===== config.mk =====
export PLATFORM = sky130hd
export DESIGN_NAME = mem_rr_arbiter
export DESIGN_NICKNAME = d
export VERILOG_FILES = /design/src/rtl/mem_arb_pkg.sv /design/src/rtl/rr_pick.sv /design/src/rtl/mem_rr_arbiter.sv
export SDC_FILE = /design/constraint.sdc
export NUM_CORES = 1
export LEC_CHECK = 0
export ABC_AREA = 1
export ABC_CLOCK_PERIOD_IN_PS = 2000
export CELL_PAD_IN_SITES_DETAIL_PLACEMENT = 1
export CELL_PAD_IN_SITES_GLOBAL_PLACEMENT = 2
export CORE_MARGIN = 1
export CORE_UTILIZATION = 10
export DETAILED_ROUTE_END_ITERATION = 6
export PLACE_DENSITY_LB_ADDON = 0.1
export SLEW_MARGIN = 10
export SYNTH_ARGS = -nofsm -noshare
export SYNTH_HDL_FRONTEND = slang
export SYNTH_HIERARCHICAL = 1
export SYNTH_SLANG_ARGS = --single-unit

===== constraint.sdc =====
create_clock -name clk -period 2 [get_ports clk]
set_clock_uncertainty 0.2 [all_clocks]
set_input_delay 0.4 -clock clk [delete_from_list [all_inputs] [get_ports clk]]
set_output_delay 0.4 -clock clk [all_outputs]
set_load 0.005 [all_outputs]

===== src/rtl/mem_arb_pkg.sv =====
// Shared types and helpers for the round-robin memory-port arbiter.
package mem_arb_pkg;

  // Arbiter has either no owner or exactly one owner.
  typedef enum logic {
    ARB_IDLE = 1'b0,
    ARB_BUSY = 1'b1
  } arb_state_t;

  // Modular increment of a requester index; wraps to 0 after nreq-1.
  function automatic int unsigned rr_next(input int unsigned ptr, input int unsigned nreq);
    return (ptr + 32'd1 >= nreq) ? 32'd0 : ptr + 32'd1;
  endfunction

endpackage


===== src/rtl/rr_pick.sv =====
// Combinational round-robin picker: rotate the request vector so that the
// priority pointer sits at bit 0, take the lowest set bit, then map the
// winner back to its real requester index.
module rr_pick
  import mem_arb_pkg::*;
#(
  parameter int unsigned NREQ = 4,
  localparam int unsigned PW  = $clog2(NREQ)
) (
  input  logic [NREQ-1:0] req_i,
  input  logic [PW-1:0]   ptr_i,
  output logic [NREQ-1:0] onehot_o,
  output logic [PW-1:0]   idx_o,
  output logic            any_o
);

  logic [NREQ-1:0] rot;
  logic [NREQ-1:0] below;
  logic [PW-1:0]   enc;
  logic [PW:0]     sum;

  // Rotate right by ptr so the highest-priority requester lands on bit 0.
  assign rot = NREQ'({req_i, req_i} >> ptr_i);

  // below[gi] is set when some lower rotated position is also requesting.
  generate
    for (genvar gi = 0; gi < NREQ; gi++) begin : g_below
      if (gi == 0) begin : g_first
        assign below[gi] = 1'b0;
      end else begin : g_rest
        assign below[gi] = |rot[gi-1:0];
      end
    end
  endgenerate

  // Priority-encode the first rotated request, then rotate the index back.
  always_comb begin
    enc = '0;
    for (int k = 0; k < NREQ; k++) begin
      if (rot[k] && !below[k]) enc = PW'(k);
    end
    sum = {1'b0, enc} + {1'b0, ptr_i};
    if (sum >= (PW+1)'(NREQ)) sum = sum - (PW+1)'(NREQ);
    idx_o    = sum[PW-1:0];
    any_o    = |req_i;
    onehot_o = any_o ? (NREQ'(1) << idx_o) : '0;
  end

endmodule


===== src/rtl/mem_rr_arbiter.sv =====
// Round-robin owner of a single memory port. A requester keeps the port for
// one BURST-beat cache line or until it drops its access, then the pointer
// moves past it. One idle cycle always separates two owners so the memory
// sees access deassert between transactions.
module mem_rr_arbiter
  import mem_arb_pkg::*;
#(
  parameter int unsigned NREQ  = 4,
  parameter int unsigned BURST = 4,
  parameter int unsigned AW    = 32
) (
  input  logic              clk,
  input  logic              clrn,
  input  logic [NREQ-1:0]   req_access,
  input  logic [NREQ-1:0]   req_write,
  input  logic [NREQ*AW-1:0] req_a,
  input  logic [NREQ*AW-1:0] req_d_w,
  output logic [NREQ-1:0]   req_ready,
  output logic [AW-1:0]     m_a,
  output logic [AW-1:0]     m_d_w,
  output logic              m_access,
  output logic              m_write,
  input  logic              m_ready,
  output logic [NREQ-1:0]   grant,
  output logic              busy
);

  localparam int unsigned PW = $clog2(NREQ);
  localparam int unsigned BW = (BURST > 1) ? $clog2(BURST) : 1;
  localparam logic [BW-1:0] LAST_BEAT = BW'(BURST - 1);

  arb_state_t      state_q, state_d;
  logic [PW-1:0]   ptr_q, ptr_d;
  logic [PW-1:0]   gidx_q, gidx_d;
  logic [BW-1:0]   beat_q, beat_d;
  logic [NREQ-1:0] grant_q, grant_d;

  logic [NREQ-1:0] win_oh;
  logic [PW-1:0]   win_idx;
  logic            any_req;
  logic            release_now;

  logic [AW-1:0]   a_arr [NREQ];
  logic [AW-1:0]   d_arr [NREQ];

  // Unpack the flat requester buses into per-requester words.
  generate
    for (genvar gi = 0; gi < NREQ; gi++) begin : g_unpack
      assign a_arr[gi] = req_a[gi*AW +: AW];
      assign d_arr[gi] = req_d_w[gi*AW +: AW];
    end
  endgenerate

  rr_pick #(.NREQ(NREQ)) u_pick (
    .req_i    (req_access),
    .ptr_i    (ptr_q),
    .onehot_o (win_oh),
    .idx_o    (win_idx),
    .any_o    (any_req)
  );

  // Owner gives up the port on its last beat or as soon as it drops access.
  assign release_now = !req_access[gidx_q] || (m_ready && (beat_q == LAST_BEAT));

  // State register; reset abandons any in-flight transaction immediately.
  always_ff @(posedge clk or negedge clrn) begin
    if (!clrn) begin
      state_q <= ARB_IDLE;
      ptr_q   <= '0;
      gidx_q  <= '0;
      beat_q  <= '0;
      grant_q <= '0;
    end else begin
      state_q <= state_d;
      ptr_q   <= ptr_d;
      gidx_q  <= gidx_d;
      beat_q  <= beat_d;
      grant_q <= grant_d;
    end
  end

  // Next-state: pick a winner when idle, count beats and release when busy.
  always_comb begin
    state_d = state_q;
    ptr_d   = ptr_q;
    gidx_d  = gidx_q;
    beat_d  = beat_q;
    grant_d = grant_q;
    case (state_q)
      ARB_IDLE: begin
        if (any_req) begin
          state_d = ARB_BUSY;
          gidx_d  = win_idx;
          beat_d  = '0;
          grant_d = win_oh;
        end
      end
      ARB_BUSY: begin
        if (release_now) begin
          state_d = ARB_IDLE;
          ptr_d   = PW'(rr_next(32'(gidx_q), NREQ));
          beat_d  = '0;
          grant_d = '0;
        end else if (m_ready) begin
          beat_d = beat_q + 1'b1;
        end
      end
      default: begin
        state_d = ARB_IDLE;
        grant_d = '0;
      end
    endcase
  end

  // Outputs: registered select drives the memory mux and the ready demux.
  always_comb begin
    m_a       = '0;
    m_d_w     = '0;
    m_access  = 1'b0;
    m_write   = 1'b0;
    req_ready = '0;
    if (state_q == ARB_BUSY) begin
      m_a       = a_arr[gidx_q];
      m_d_w     = d_arr[gidx_q];
      m_access  = req_access[gidx_q];
      m_write   = req_write[gidx_q];
      req_ready = grant_q & {NREQ{m_ready}};
    end
  end

  assign grant = grant_q;
  assign busy  = (state_q == ARB_BUSY);

endmodule


==> results of run 1 <==
-- layout make-up --
class	count	area [sq um]	share of cell area [%]
Timing Repair Buffer	468	4860	54.1
Multi-Input combinational cell	547	3180	35.4
Tap cell	390	488	5.43
Sequential cell	11	283	3.15
Inverter	16	80.1	0.892
Clock buffer	4	78.8	0.878
Timing Repair inverter	1	11.3	0.125
Antenna cell	1	2.50	0.0279
-- flip-flops by register name, indices dropped and copies added, names as in the netlist --
name,cells
grant,4
busy,1
ptr_q,2
beat_q,2
gidx_q,2
-- metal layers --
layer	vias to the layer above	share of wire, %
met5	-	0
met4	0	0.44
met3	6	5.2
met2	149	53
met1	2695	42
li1	2908	-
-- worst max path at each step --
stage,startpoint,end,cells past startpoint
global route,gidx_q[0],m_a[13],9
floorplan,ptr_q[0],grant[0],14
finish,gidx_q[0],m_a[14],9
CTS,gidx_q[0],m_a[27],9
detailed placement,req_access[1],grant[0],14
global placement,req_access[2],m_access,7
-- cell usage after synthesis, types with 8 or more instances --
cell and count:
sky130_fd_sc_hd__a21oi_1 67, sky130_fd_sc_hd__buf_2 15, sky130_fd_sc_hd__clkbuf_1 8, sky130_fd_sc_hd__dfrtp_1 11, sky130_fd_sc_hd__inv_1 11, sky130_fd_sc_hd__nand2_1 42
sky130_fd_sc_hd__nand3_1 16, sky130_fd_sc_hd__nor2_1 271, sky130_fd_sc_hd__o21ai_0 77, sky130_fd_sc_hd__o21ai_1 56
-- per-stage QoR --
stage / hold slack, ns / instances
global route: 0.288 / 1438
floorplan: -0.0956 / 624
finish: 0.262 / 1438
global placement: 0.307 / 1375
CTS: 0.268 / 1428
detailed placement: 0.319 / 1375
-- logic make-up after synthesis --
group,after synthesis,synth area share (%)
flip-flops,11,9.03
adder cells (fa/ha/maj),3,1.23
AO/OA/AOI/OAI,201,33.1
AND/OR/NAND/NOR,342,44.8
XOR/XNOR,1,0.287
buffers and inverters,66,11.6
-- worst max-delay path: stages, from the launching register on --
cell                      delay (ns)
sky130_fd_sc_hd__dfrtp_4        0.49
sky130_fd_sc_hd__buf_12         0.16
sky130_fd_sc_hd__buf_12         0.14
sky130_fd_sc_hd__buf_16         0.15
sky130_fd_sc_hd__buf_12         0.14
sky130_fd_sc_hd__nor2_4         0.10
sky130_fd_sc_hd__nor2_2         0.04
sky130_fd_sc_hd__o21ai_1        0.06
sky130_fd_sc_hd__a21oi_1        0.07
sky130_fd_sc_hd__buf_2          0.13
-- report_power, final --
group / total [uW] / internal [uW] / switching (uW)
combinational: 11100 / 5730 / 5400
clock: 384 / 269 / 114
sequential: 451 / 332 / 119
total: 12000 / 6330 / 5640
-- what timing repair did --
| action | 4_1_cts | 5_1_grt |
|---|---|---|
| gates resized for setup | 524 | 106 |
| gates cloned | 19 | 0 |
| pin swaps | 109 | 60 |
| buffers inserted | 35 | 11 |
| setup endpoints to repair | 75 | 72 |
==> flow_summary.rst, run 1 <==
.. list-table::
   :header-rows: 1

   * - Metric
     - Value
   * - Outcome
     - complete, but fails checks
   * - Violated checks
     - negative setup slack
   * - Core Area
     - 29,800 sq um
   * - Syn Inst Count
     - 624
   * - Leading register cell type out of synthesis
     - sky130_fd_sc_hd__dfrtp_1
   * - Total setup violations reported at the end of the flow
     - 68
   * - Weighted congestion reported at the end of routability-driven placement
     - 0.741
   * - Violation count after the first detailed-route iteration
     - 118
   * - Total iterations of the first detailed-routing run
     - 4
   * - EDFF count, synth
     - 0
   * - Fraction of post-synthesis cell area in the top cell type by area
     - 33.4%
   * - Final setup slack of the worst path
     - -0.334 ns
   * - PD cells
     - 1330 nW/um^2
   * - Detailed-route wire length
     - 26.8 mm
   * - Type of the setup path with the least slack
     - reg -> out
   * - Fin nets
     - 1,318
   * - Setup TNS after final layout
     - -15.57 ns
   * - Number of warnings printed during yosys synthesis
     - 6
   * - Filler instances
     - 3,661
   * - Register-to-Register Setup Slack
     - -0.03 ns
   * - Root cell of the clock tree
     - sky130_fd_sc_hd__clkbuf_16
   * - Number of different library cells in the post-synthesis netlist
     - 25
   * - Post-detailed-placement half-perimeter wirelength
     - 19.9 mm
   * - Maximum capacitance violations
     - 0
   * - Detail-routed net length per standard cell
     - 18.6 um
   * - Post-layout utilization of the core
     - 30.1%
   * - Residual overflow from global routing
     - 0
   * - Unrepaired setup endpoints after global routing
     - true
   * - Final period util
     - 117%
   * - Arrival time worst endpoint
     - 1.73 ns
   * - Cell type with the largest total area after synthesis
     - sky130_fd_sc_hd__nor2_1
   * - Worst Setup Slack post-DPL
     - -0.516 ns
   * - Destination of the worst register-to-register timing path
     - grant[0]
   * - Net count of the mapped netlist
     - 894
   * - Starting density of the core
     - 10.2%
   * - Overall global routing resource usage
     - 16.3%
   * - Vias in the first global route
     - 6,001
   * - Slew Viols, Final
     - 0
   * - Insertion delay to the later sink of the worst-skew pair
     - 0.24 ns
   * - Antenna violation net count after detailed routing
     - 0
   * - Final cell area excluding filler cells
     - 8980 sq um
   * - Critical path capture point type
     - output port
   * - Async set-reset flop share out of synthesis
     - 100%
   * - Pin count of the biggest net entering global routing
     - 33
   * - Launching point of the worst reg2reg path
     - ptr_q[0]
   * - Die Wd
     - 177 um
   * - GR met1 Demand/Resource
     - 20.2%
   * - Highest attainable clock frequency
     - 429 MHz
   * - Grt met3 use
     - 2.45%
   * - Post-route DRC
     - 0
   * - Count of final hold-check violations
     - 0
   * - Maximum buffer depth of the clock tree
     - 2
   * - Mean cell area of the mapped netlist
     - 4.89 sq um
   * - Instance area after placement
     - 7430 sq um
   * - Overall via count from detail_route
     - 5,758
   * - Commonest non-fill, non-tap cells in the layout
     - 266 x sky130_fd_sc_hd__clkdlybuf4s50_1, 158 x sky130_fd_sc_hd__nor2_1, 100 x sky130_fd_sc_hd__o21ai_1
   * - Number of clock sinks
     - 11
   * - Std cell rows
     - 63
   * - Floorplan die area
     - 31,200 sq um
   * - Hold buffer count at CTS
     - 0
   * - Area Growth Syn to Fin
     - 194%
   * - Number of vias per cell after detailed routing
     - 4.00
   * - Post-CTS clock slew at the launch and capture registers of the worst setup and hold paths
     - 0.05 ns
   * - IR Drop Worst-Case VDD
     - 0.477 mV
   * - Leakage power
     - 0.00367 uW
   * - Path depth of the worst reg2reg path
     - 12
   * - Biggest area contributors in the synthesized netlist
     - sky130_fd_sc_hd__nor2_1 33%, sky130_fd_sc_hd__o21ai_0 13%, sky130_fd_sc_hd__a21oi_1 11%
   * - Level count of the clock H-tree
     - 1
   * - Quantity of I/O buffers inserted on ports
     - 341
   * - Required time of the worst setup path
     - 1.40 ns
   * - Cell Area, Synth
     - 3050 sq um
   * - Slew headroom
     - 83.4%
   * - Type of the tightest min-delay check
     - in -> async
   * - Most common library cell in the layout ignoring fill and taps
     - sky130_fd_sc_hd__clkdlybuf4s50_1
   * - Clock tree from TritonCTS
     - done
   * - Sequential fraction of the synthesis area
     - 9.03%
   * - Busiest grt layer
     - met2
   * - Num CTS Buffers
     - 3
   * - Max Fanout on Critical Path
     - 7
   * - Met2 track demand over resource in global routing
     - 30.7%
   * - Slew at the pin closest to its max-slew limit
     - 0.246 ns
   * - Min Tclk post-route
     - 2.33 ns
   * - Number of antenna violations at the first check in global routing
     - 1
   * - Share of post-route cells with drive strength above 1
     - 36.6%
   * - Wire length of the first global-routing pass
     - 38.6 mm
   * - #FFs+latches synth
     - 11
   * - Startpoint type of the worst setup path
     - register
   * - Die boundary height
     - 177 um
   * - Total power after layout
     - 12,000 uW
   * - Top-level port count
     - 342
Power figures use the tool's default switching activity.
==> run 2, diff against run 1 <==
--- a/config.mk
+++ b/config.mk
@@ -7,6 +7,7 @@
 export LEC_CHECK = 0
 export ABC_AREA = 1
 export ABC_CLOCK_PERIOD_IN_PS = 2000
+export CAP_MARGIN = 10
 export CELL_PAD_IN_SITES_DETAIL_PLACEMENT = 1
 export CELL_PAD_IN_SITES_GLOBAL_PLACEMENT = 2
 export CORE_MARGIN = 1
==> results of run 2 <==
No change in the layout: final DEF, timing and power equal those of run 1.
